<file path="src/rtl/pio_pkg.sv">
// Shared widths, FSM state encoding and default timeout data for the PIO master.
package pio_pkg;
  localparam int PIO_AW = 16;
  localparam int PIO_DW = 32;
  localparam logic [PIO_DW-1:0] ERR_DATA_DEFAULT = 32'hDEAD_BEEF;

  typedef enum logic [1:0] {IDLE, ISSUE, WAIT_RD, RESP} pio_state_e;
endpackage

</file>
<file path="src/rtl/pio_if.sv">
// PIO bus between one command master and a register/table target.
interface pio_if;
  import pio_pkg::*;
  logic              cmd_vld;
  logic              rw;
  logic [PIO_AW-1:0] addr;
  logic [PIO_DW-1:0] data_w;
  logic [PIO_DW-1:0] data_r;
  logic              rd_vld;

  modport master (output cmd_vld, rw, addr, data_w, input data_r, rd_vld);
  modport target (input cmd_vld, rw, addr, data_w, output data_r, rd_vld);
endinterface

</file>
<file path="src/rtl/pio_timeout_ctr.sv">
// Read-wait counter: cleared on issue, counts while enabled, flags the final cycle.
module pio_timeout_ctr #(
  parameter int TC = 16
) (
  input  logic clk,
  input  logic rst,
  input  logic clr,
  input  logic en,
  output logic tc
);
  localparam int CW = $clog2(TC + 1);

  logic [CW-1:0] cnt_q, cnt_d;

  // tc fires in the cycle whose increment brings the count to TC
  assign tc = en && (cnt_q == CW'(TC - 1));

  always_comb begin
    cnt_d = cnt_q;
    if (clr)
      cnt_d = '0;
    else if (en && (cnt_q != CW'(TC)))
      cnt_d = cnt_q + CW'(1);
  end

  always_ff @(posedge clk or posedge rst) begin
    if (rst) cnt_q <= '0;
    else     cnt_q <= cnt_d;
  end
endmodule

</file>
<file path="src/rtl/pio_master.sv">
// Single-outstanding PIO master: host req/resp stream to pio_if cycles, with read timeout.
module pio_master
  import pio_pkg::*;
#(
  parameter int                TIMEOUT_CYC = 16,
  parameter logic [PIO_DW-1:0] ERR_DATA    = ERR_DATA_DEFAULT
) (
  input  logic              clk,
  input  logic              reset,
  input  logic              req_vld,
  output logic              req_rdy,
  input  logic              req_rw,
  input  logic [PIO_AW-1:0] req_addr,
  input  logic [PIO_DW-1:0] req_wdata,
  output logic              resp_vld,
  input  logic              resp_rdy,
  output logic [PIO_DW-1:0] resp_rdata,
  output logic              resp_err,
  output logic [7:0]        timeout_cnt,
  pio_if.master             pio
);
  pio_state_e        state_q;
  logic              req_rdy_q, resp_vld_q, resp_err_q, cmd_vld_q, rw_q;
  logic [PIO_DW-1:0] resp_rdata_q, data_w_q;
  logic [PIO_AW-1:0] addr_q;
  logic [7:0]        timeout_cnt_q;
  logic              ctr_tc;

  pio_timeout_ctr #(.TC(TIMEOUT_CYC)) u_ctr (
    .clk (clk),
    .rst (reset),
    .clr (state_q == ISSUE),
    .en  (state_q == WAIT_RD),
    .tc  (ctr_tc)
  );

  always_ff @(posedge clk or posedge reset) begin
    if (reset) begin
      state_q       <= IDLE;
      req_rdy_q     <= 1'b1;
      resp_vld_q    <= 1'b0;
      resp_rdata_q  <= '0;
      resp_err_q    <= 1'b0;
      timeout_cnt_q <= '0;
      cmd_vld_q     <= 1'b0;
      rw_q          <= 1'b0;
      addr_q        <= '0;
      data_w_q      <= '0;
    end else begin
      case (state_q)
        IDLE: if (req_vld) begin
          state_q   <= ISSUE;
          req_rdy_q <= 1'b0;
          cmd_vld_q <= 1'b1;
          rw_q      <= req_rw;
          addr_q    <= req_addr;
          data_w_q  <= req_wdata;
        end
        ISSUE: begin
          cmd_vld_q <= 1'b0;
          if (rw_q) begin
            state_q      <= RESP;
            resp_vld_q   <= 1'b1;
            resp_rdata_q <= '0;
            resp_err_q   <= 1'b0;
          end else begin
            state_q <= WAIT_RD;
          end
        end
        // Data arriving on the terminal cycle still counts as a good read
        WAIT_RD: if (pio.rd_vld) begin
          state_q      <= RESP;
          resp_vld_q   <= 1'b1;
          resp_rdata_q <= pio.data_r;
          resp_err_q   <= 1'b0;
        end else if (ctr_tc) begin
          state_q      <= RESP;
          resp_vld_q   <= 1'b1;
          resp_rdata_q <= ERR_DATA;
          resp_err_q   <= 1'b1;
          if (timeout_cnt_q != 8'hFF) timeout_cnt_q <= timeout_cnt_q + 8'd1;
        end
        RESP: if (resp_rdy) begin
          state_q    <= IDLE;
          resp_vld_q <= 1'b0;
          req_rdy_q  <= 1'b1;
        end
        default: state_q <= IDLE;
      endcase
    end
  end

  assign req_rdy     = req_rdy_q;
  assign resp_vld    = resp_vld_q;
  assign resp_rdata  = resp_rdata_q;
  assign resp_err    = resp_err_q;
  assign timeout_cnt = timeout_cnt_q;
  assign pio.cmd_vld = cmd_vld_q;
  assign pio.rw      = rw_q;
  assign pio.addr    = addr_q;
  assign pio.data_w  = data_w_q;
endmodule

</file>
<file path="src/flat_wrapper.sv">
// flat-port wrapper written by rule: the top's interface ports become plain ports
module pio_master_flat import pio_pkg::*;
#(
  parameter int                TIMEOUT_CYC = 16,
  parameter logic [PIO_DW-1:0] ERR_DATA    = ERR_DATA_DEFAULT
)
  (clk, reset, req_vld, req_rdy, req_rw, req_addr, req_wdata, resp_vld, resp_rdy, resp_rdata, resp_err, timeout_cnt, pio_cmd_vld, pio_rw, pio_addr, pio_data_w, pio_data_r, pio_rd_vld);
  pio_if pio_i ();
  input  logic clk;
  input  logic reset;
  input  logic req_vld;
  output logic req_rdy;
  input  logic req_rw;
  input  logic [PIO_AW-1:0] req_addr;
  input  logic [PIO_DW-1:0] req_wdata;
  output logic resp_vld;
  input  logic resp_rdy;
  output logic [PIO_DW-1:0] resp_rdata;
  output logic resp_err;
  output logic [7:0] timeout_cnt;
  output wire logic [$bits(pio_i.cmd_vld)-1:0] pio_cmd_vld;
  output wire logic [$bits(pio_i.rw)-1:0] pio_rw;
  output wire logic [$bits(pio_i.addr)-1:0] pio_addr;
  output wire logic [$bits(pio_i.data_w)-1:0] pio_data_w;
  input wire logic [$bits(pio_i.data_r)-1:0] pio_data_r;
  input wire logic [$bits(pio_i.rd_vld)-1:0] pio_rd_vld;
  assign pio_cmd_vld = pio_i.cmd_vld;
  assign pio_rw = pio_i.rw;
  assign pio_addr = pio_i.addr;
  assign pio_data_w = pio_i.data_w;
  assign pio_i.data_r = pio_data_r;
  assign pio_i.rd_vld = pio_rd_vld;
  pio_master #(.TIMEOUT_CYC(TIMEOUT_CYC), .ERR_DATA(ERR_DATA)) u_core (.clk(clk), .reset(reset), .req_vld(req_vld), .req_rdy(req_rdy), .req_rw(req_rw), .req_addr(req_addr), .req_wdata(req_wdata), .resp_vld(resp_vld), .resp_rdy(resp_rdy), .resp_rdata(resp_rdata), .resp_err(resp_err), .timeout_cnt(timeout_cnt), .pio(pio_i));
endmodule
</file>
<file path="config.mk">
export PLATFORM = sky130hd
export DESIGN_NAME = pio_master_flat
export DESIGN_NICKNAME = d
export VERILOG_FILES = /design/src/rtl/pio_pkg.sv /design/src/rtl/pio_if.sv /design/src/rtl/pio_timeout_ctr.sv /design/src/rtl/pio_master.sv /design/src/flat_wrapper.sv
export SDC_FILE = /design/constraint.sdc
export NUM_CORES = 1
export LEC_CHECK = 0
export CAP_MARGIN = 30
export CELL_PAD_IN_SITES_DETAIL_PLACEMENT = 0
export CELL_PAD_IN_SITES_GLOBAL_PLACEMENT = 1
export CORE_AREA = 2 2 112 114
export DETAILED_ROUTE_END_ITERATION = 16
export DIE_AREA = 0 0 114 116
export HOLD_SLACK_MARGIN = 0.05
export PLACE_DENSITY_LB_ADDON = 0.15
export SYNTH_ARGS = -nofsm -noshare
export SYNTH_HDL_FRONTEND = slang
export SYNTH_SLANG_ARGS = --single-unit
export TNS_END_PERCENT = 100
</file>
<file path="constraint.sdc">
create_clock -name clk -period 7.7 [get_ports clk]
set_input_delay 0.77 -clock clk [delete_from_list [all_inputs] [get_ports clk]]
set_output_delay 0.77 -clock clk [all_outputs]
set_load 0.03 [all_outputs]
</file>
# == Word-level counts from Yosys, hierarchy flattened ==
# Cells that the tools add are included.
# word_totals
register_bits,100
in_bits,86
output_inout_bits,93
wordCells,64
# classes
n_addsub,2
n_eq_ne,10
n_mux,25
bitwise_logic,1
n_reduce_logical,15
# ops
cell,count
32-bit 2-to-1 mux,3
32-bit case mux with 2 select lines,1
1-bit 2-to-1 mux,10
5-bit 2-to-1 mux,2
3-bit AND reduction,3
8-bit by 1-bit adder with 8-bit output (second input constant),1
2-bit 2-to-1 mux,4
8-bit != test (second input constant),1
2-bit case mux with 4 select lines,1
4-bit AND reduction,2
2-bit nonzero test,4
1-bit case mux with 2 select lines,3
5-bit by 1-bit adder with 5-bit output (second input constant),1
5-bit by 4-bit == test with 1-bit output (second input constant),1
5-bit != test (second input constant),1
2-bit == test (second input constant),2
2-bit != test (second input constant),2
2-bit AND reduction,2
3-bit by 2-bit != test with 1-bit output (second input constant),1
1-bit case mux with 3 select lines,1
3-bit nonzero test,1
2-bit by 1-bit == test with 1-bit output (second input constant),1
1-bit logical AND,2
2-bit zero test,1
other kinds (2),2

# == Logic depth before layout (Yosys ltp) ==
# depth
word_depth,5
ltp_mapped,8
depth_no_buf,7

# == By module ==
# Synthesis repeated with hierarchy kept, for this count alone.
# hier_totals
hier_cells,346
area_unflattened_um2,4430.5
# by_module_without_submodules
mod,n_inst,cells_each,area_each_um2,seq_area_each_um2
pio_master,1,315,4126.5,2378.5
pio_timeout_ctr,1,31,304.0,125.1

# == Worst setup path before layout ==
# Ideal clock, no wire load.
# synth_path
kind,in2reg
start,input port pio_rd_vld
end,"register u_core.timeout_cnt_q[7], in the netlist u_core.timeout_cnt[7]"
setup_ns,0.125
arrival_time_ns,1.713
t_required_ns,7.575
slack_ns,5.862
cell_stages,5
n_path_buf,1
path_cell_list,buf_4 > nor2b_4 > nand3_1 > nor3_1 > mux2_2
# synth_between
elab_chain_len,2
# synth_rtl
element,line_no,rtl
start: declaration,flat_wrapper.sv:26,input wire logic [$bits(pio_i.rd_vld)-1:0] pio_rd_vld;
1-bit NOT (no source line),--,
4-bit AND reduction (no source line),--,
end signal: assignment,pio_master.sv:81,if (timeout_cnt_q != 8'hFF) timeout_cnt_q <= timeout_cnt_q + 8'd1;
end: declaration,pio_master.sv:26,logic [7:0] timeout_cnt_q;
# Every way passes these cells.
# A chain may end at the register's enable or synchronous reset.

# == Worst setup path after layout ==
# layout_path
start,input port pio_rd_vld
end,"register u_core.resp_rdata_q[9], in the netlist u_core.resp_rdata[9]"
# layout_between
elab_chain_len,2
word_cells_on_any_way,4
cone_classes,eq/ne (1); mux (2); reduce/logical (1)
# layout_rtl
element,line_no,rtl
3-bit by 2-bit != test with 1-bit output (no source line) / 32-bit 2-to-1 mux (equally long branches),--,
3-bit AND reduction (no source line) / 32-bit case mux with 2 select lines (equally long branches),--,
end signal: assignment,pio_master.sv:74,resp_rdata_q <= pio.data_r;
end: declaration,pio_master.sv:24,"logic [PIO_DW-1:0] resp_rdata_q, data_w_q;"
# Several ways; a longest one is shown, not always the timed one.

==> impl_metrics.csv <==
group,metric,value,unit
layout,antenna_cells,0,
routing,drt-total-wl,10200,µm
clock_network,clk_pin_slew,0.06,ns
yosys,netlist_area,4150,µm²
layout,nNetsFinal,615,
sta,tns,0,ns
power_and_ir_drop,p_per_area,454,nW/µm²
grt,antenna_found_initial,0,
routing,drtPass1Iterations,4,
grt,grt_max_degree,52,
grt,overflow,0,
yosys,syn_nets,439,
sta,hold_ws,0.504,ns
routing,avgViaCountPerCell,4.72,
die,coreArea,11900,µm²
worst_setup_path,cp_max_fo,25,
placed_design,gp_congestion,0.712,
clock_network,clock-sinks,100,
clock_network,cts_max_level,3,
clock_network,cts_buffers,9,
yosys,synth_warnings,0,
grt,track_usage,15.7,%
sta,maxSlewViolCount,0,
worst_setup_path,crit_slowest_cell,"nor3_4",
yosys,async_flop_share,100,%
worst_setup_path,required,7.88,ns
sta,rsz0062_at_grt,"no",
status,status,"complete, no violations",
grt,grt_pass1_vias,3260,
placed_design,io_buffers,178,
layout,final_cell_mix,"clkdlybuf4s50_1, dfrtp_1, mux2_2, nor2_1, nand2_1",
sta,setup_violations,0,
clock_network,cts_tree,"built",
yosys,ys_types,38,
worst_setup_path,cp-start-kind,"input port",
yosys,synth-edff-count,0,
worst_setup_path,worst_ep_arrival_time,2.60,ns
die,die-area,13200,µm²
hold_path,hold_class,"register to register",
sta,finalCritPeriodShare,31.5,%
die,rows,40,
layout,final_common_cell,"clkdlybuf4s50_1",
worst_setup_path,worst-path-buf-inv,1,
yosys,synthFlopType,"dfrtp_1",
routing,final_antenna_net_count,0,
power_and_ir_drop,p_leak,0.00266,µW
sta,tightest_slew,0.930,ns
sta,finalCriticalPeriod,2.43,ns
layout,drive_above_1_share,15.4,%
die,start_util,34.9,%
sta,fmax,412,MHz
power_and_ir_drop,vdd_drop_max,0.000253,V
die,die_x,114,µm
sta,relSlewSlack,37.8,%
worst_setup_path,critPathKind,"input port to register",
yosys,ys_seq_area_share,60.3,%
clock_network,clk_latency,0.34,ns
worst_setup_path,slowest_delay,0.79,ns
routing,drtIter0Drc,222,
layout,layout-area-overhead-vs-synth,53.5,%
yosys,syn_avg_cell_area,12.0,µm²
grt,grt_pass1_wl,16000,µm
routing,post_drt_wl_per_cell,15.1,µm
worst_setup_path,crit_path_end_kind,"register",
yosys,ys_ff_latch,100,
clock_network,clockBufferDepth,2,
die,io-pin-count,179,
yosys,syn-instance-count,345,
worst_setup_path,crit_chain,"clkdlybuf4s50_1 -> nor2b_4 -> nor3_4 -> a21oi_1",
sta,finalHoldViolations,0,
clock_network,postCtsSetupRepairBufs,0,
clock_network,cts_root_buf,"clkbuf_16",
placed_design,dp.final_hpwl,7180,µm
routing,routed-via-count,3178,
flow_run,cap_violations,0,
die,die_y,116,µm
sta,finClkSkew,0.00573,ns
routing,drc_errors,0,
worst_setup_path,crit_family,"simple AND/OR/NAND/NOR gates",
clock_network,ctsResizeCount,0,
clock_network,cts_hold_buffers,0,
cell type report:
type	count	area, µm²
clock buffers	13	250
clock inverters	3	46.3
fillers	1090	5540
inverters	15	58.8
multi-input cells	213	1510
flip-flops and latches	100	2500
well taps	147	184
repair buffers	182	1820
where the power goes:
group	total (µW)	internal (µW)	switching, µW
clock	449	262	187
combinational	1550	666	886
sequential	894	769	125
cell families (layout without fill, tap and decap cells):
kind of cell | count (synthesis) | in the layout | synth area share (%)
AOI/OAI and AO/OA | 52 | 52 | 6.93
xor gates and xnor gates | 5 | 5 | 1.05
adders and majority gates | 8 | 8 | 2.41
buffers and inverters | 32 | 213 | 3.43
DFF | 100 | 100 | 60.3
muxes | 54 | 54 | 14.7
and+or+nand+nor | 94 | 94 | 11.2
routing by layer:
metal / share of wire [%] / up-vias / global-route usage, % / wire (µm)
li1: - / 1519 / - / -
met1: 41 / 1521 / 19.2 / 4220
met2: 46 / 124 / 24.1 / 4720
met3: 10 / 14 / 6.96 / 1040
met4: 2.1 / 0 / 7.40 / 211
met5: 0 / - / 0 / 0
registers in the layout, indices dropped and copies added, names as in the netlist:
signal	flops
u_core.pio.addr	16
u_core.pio.cmd_vld	1
u_core.pio.data_w	32
u_core.pio.rw	1
u_core.req_rdy	1
u_core.resp_err	1
u_core.resp_rdata	32
u_core.resp_vld	1
u_core.state_q	2
u_core.timeout_cnt	8
u_core.u_ctr.cnt_q	5
cells in the mapped netlist (2+ instances only):
library cell,instances,area share [%]
buf_4,2,0.36
and3_1,4,0.60
nor2_1,34,3.1
nand2_1,34,3.1
mux2_2,52,14
a21oi_1,31,3.7
nand4_1,9,1.4
xnor2_1,3,0.63
dfrtp_1,99,60
nor3_4,2,0.78
buf_2,12,1.4
o41ai_1,2,0.42
clkbuf_1,2,0.18
inv_1,15,1.4
o21ai_0,12,1.4
ha_1,8,2.4
xor2_1,2,0.42
nand3_1,2,0.24
through the flow:
stage | instance area [µm²] | utilization, % | total power, µW | instances | setup slack, ns
floorplan | 4150 | - | 1840 | 345 | 4.31
global placement | 6060 | 50.9 | 2430 | 656 | 4.96
detailed placement | 6080 | 51.0 | 2470 | 657 | 4.88
CTS | 6380 | 53.5 | 2940 | 673 | 5.25
global route | 6380 | 53.5 | 3080 | 673 | 5.11
finish | 6380 | 53.5 | 2890 | 673 | 5.27
worst paths after layout:
| check | start | to | slack, ns | cells after the start |
|---|---|---|---|---|
| max reg2reg | u_core.state_q[0]$_DFFE_PP0P_ | u_core.resp_rdata[9]$_DFFE_PP0P_ | 5.42 | 6 |
| min reg2reg | u_core.pio.data_w[1]$_DFFE_PP0P_ | u_core.pio.data_w[1]$_DFFE_PP0P_ | 0.50 | 1 |
| min | u_core.pio.data_w[1]$_DFFE_PP0P_ | u_core.pio.data_w[1]$_DFFE_PP0P_ | 0.50 | 1 |
| min in group asynchronous | reset | u_core.pio.addr[13]$_DFFE_PP0P_ | 0.86 | 2 |
| max in group asynchronous | reset | u_core.pio.data_w[0]$_DFFE_PP0P_ | 5.73 | 3 |
| max | pio_rd_vld | u_core.resp_rdata[9]$_DFFE_PP0P_ | 5.27 | 4 |
Note: power is estimated with default switching activity, not from simulation.
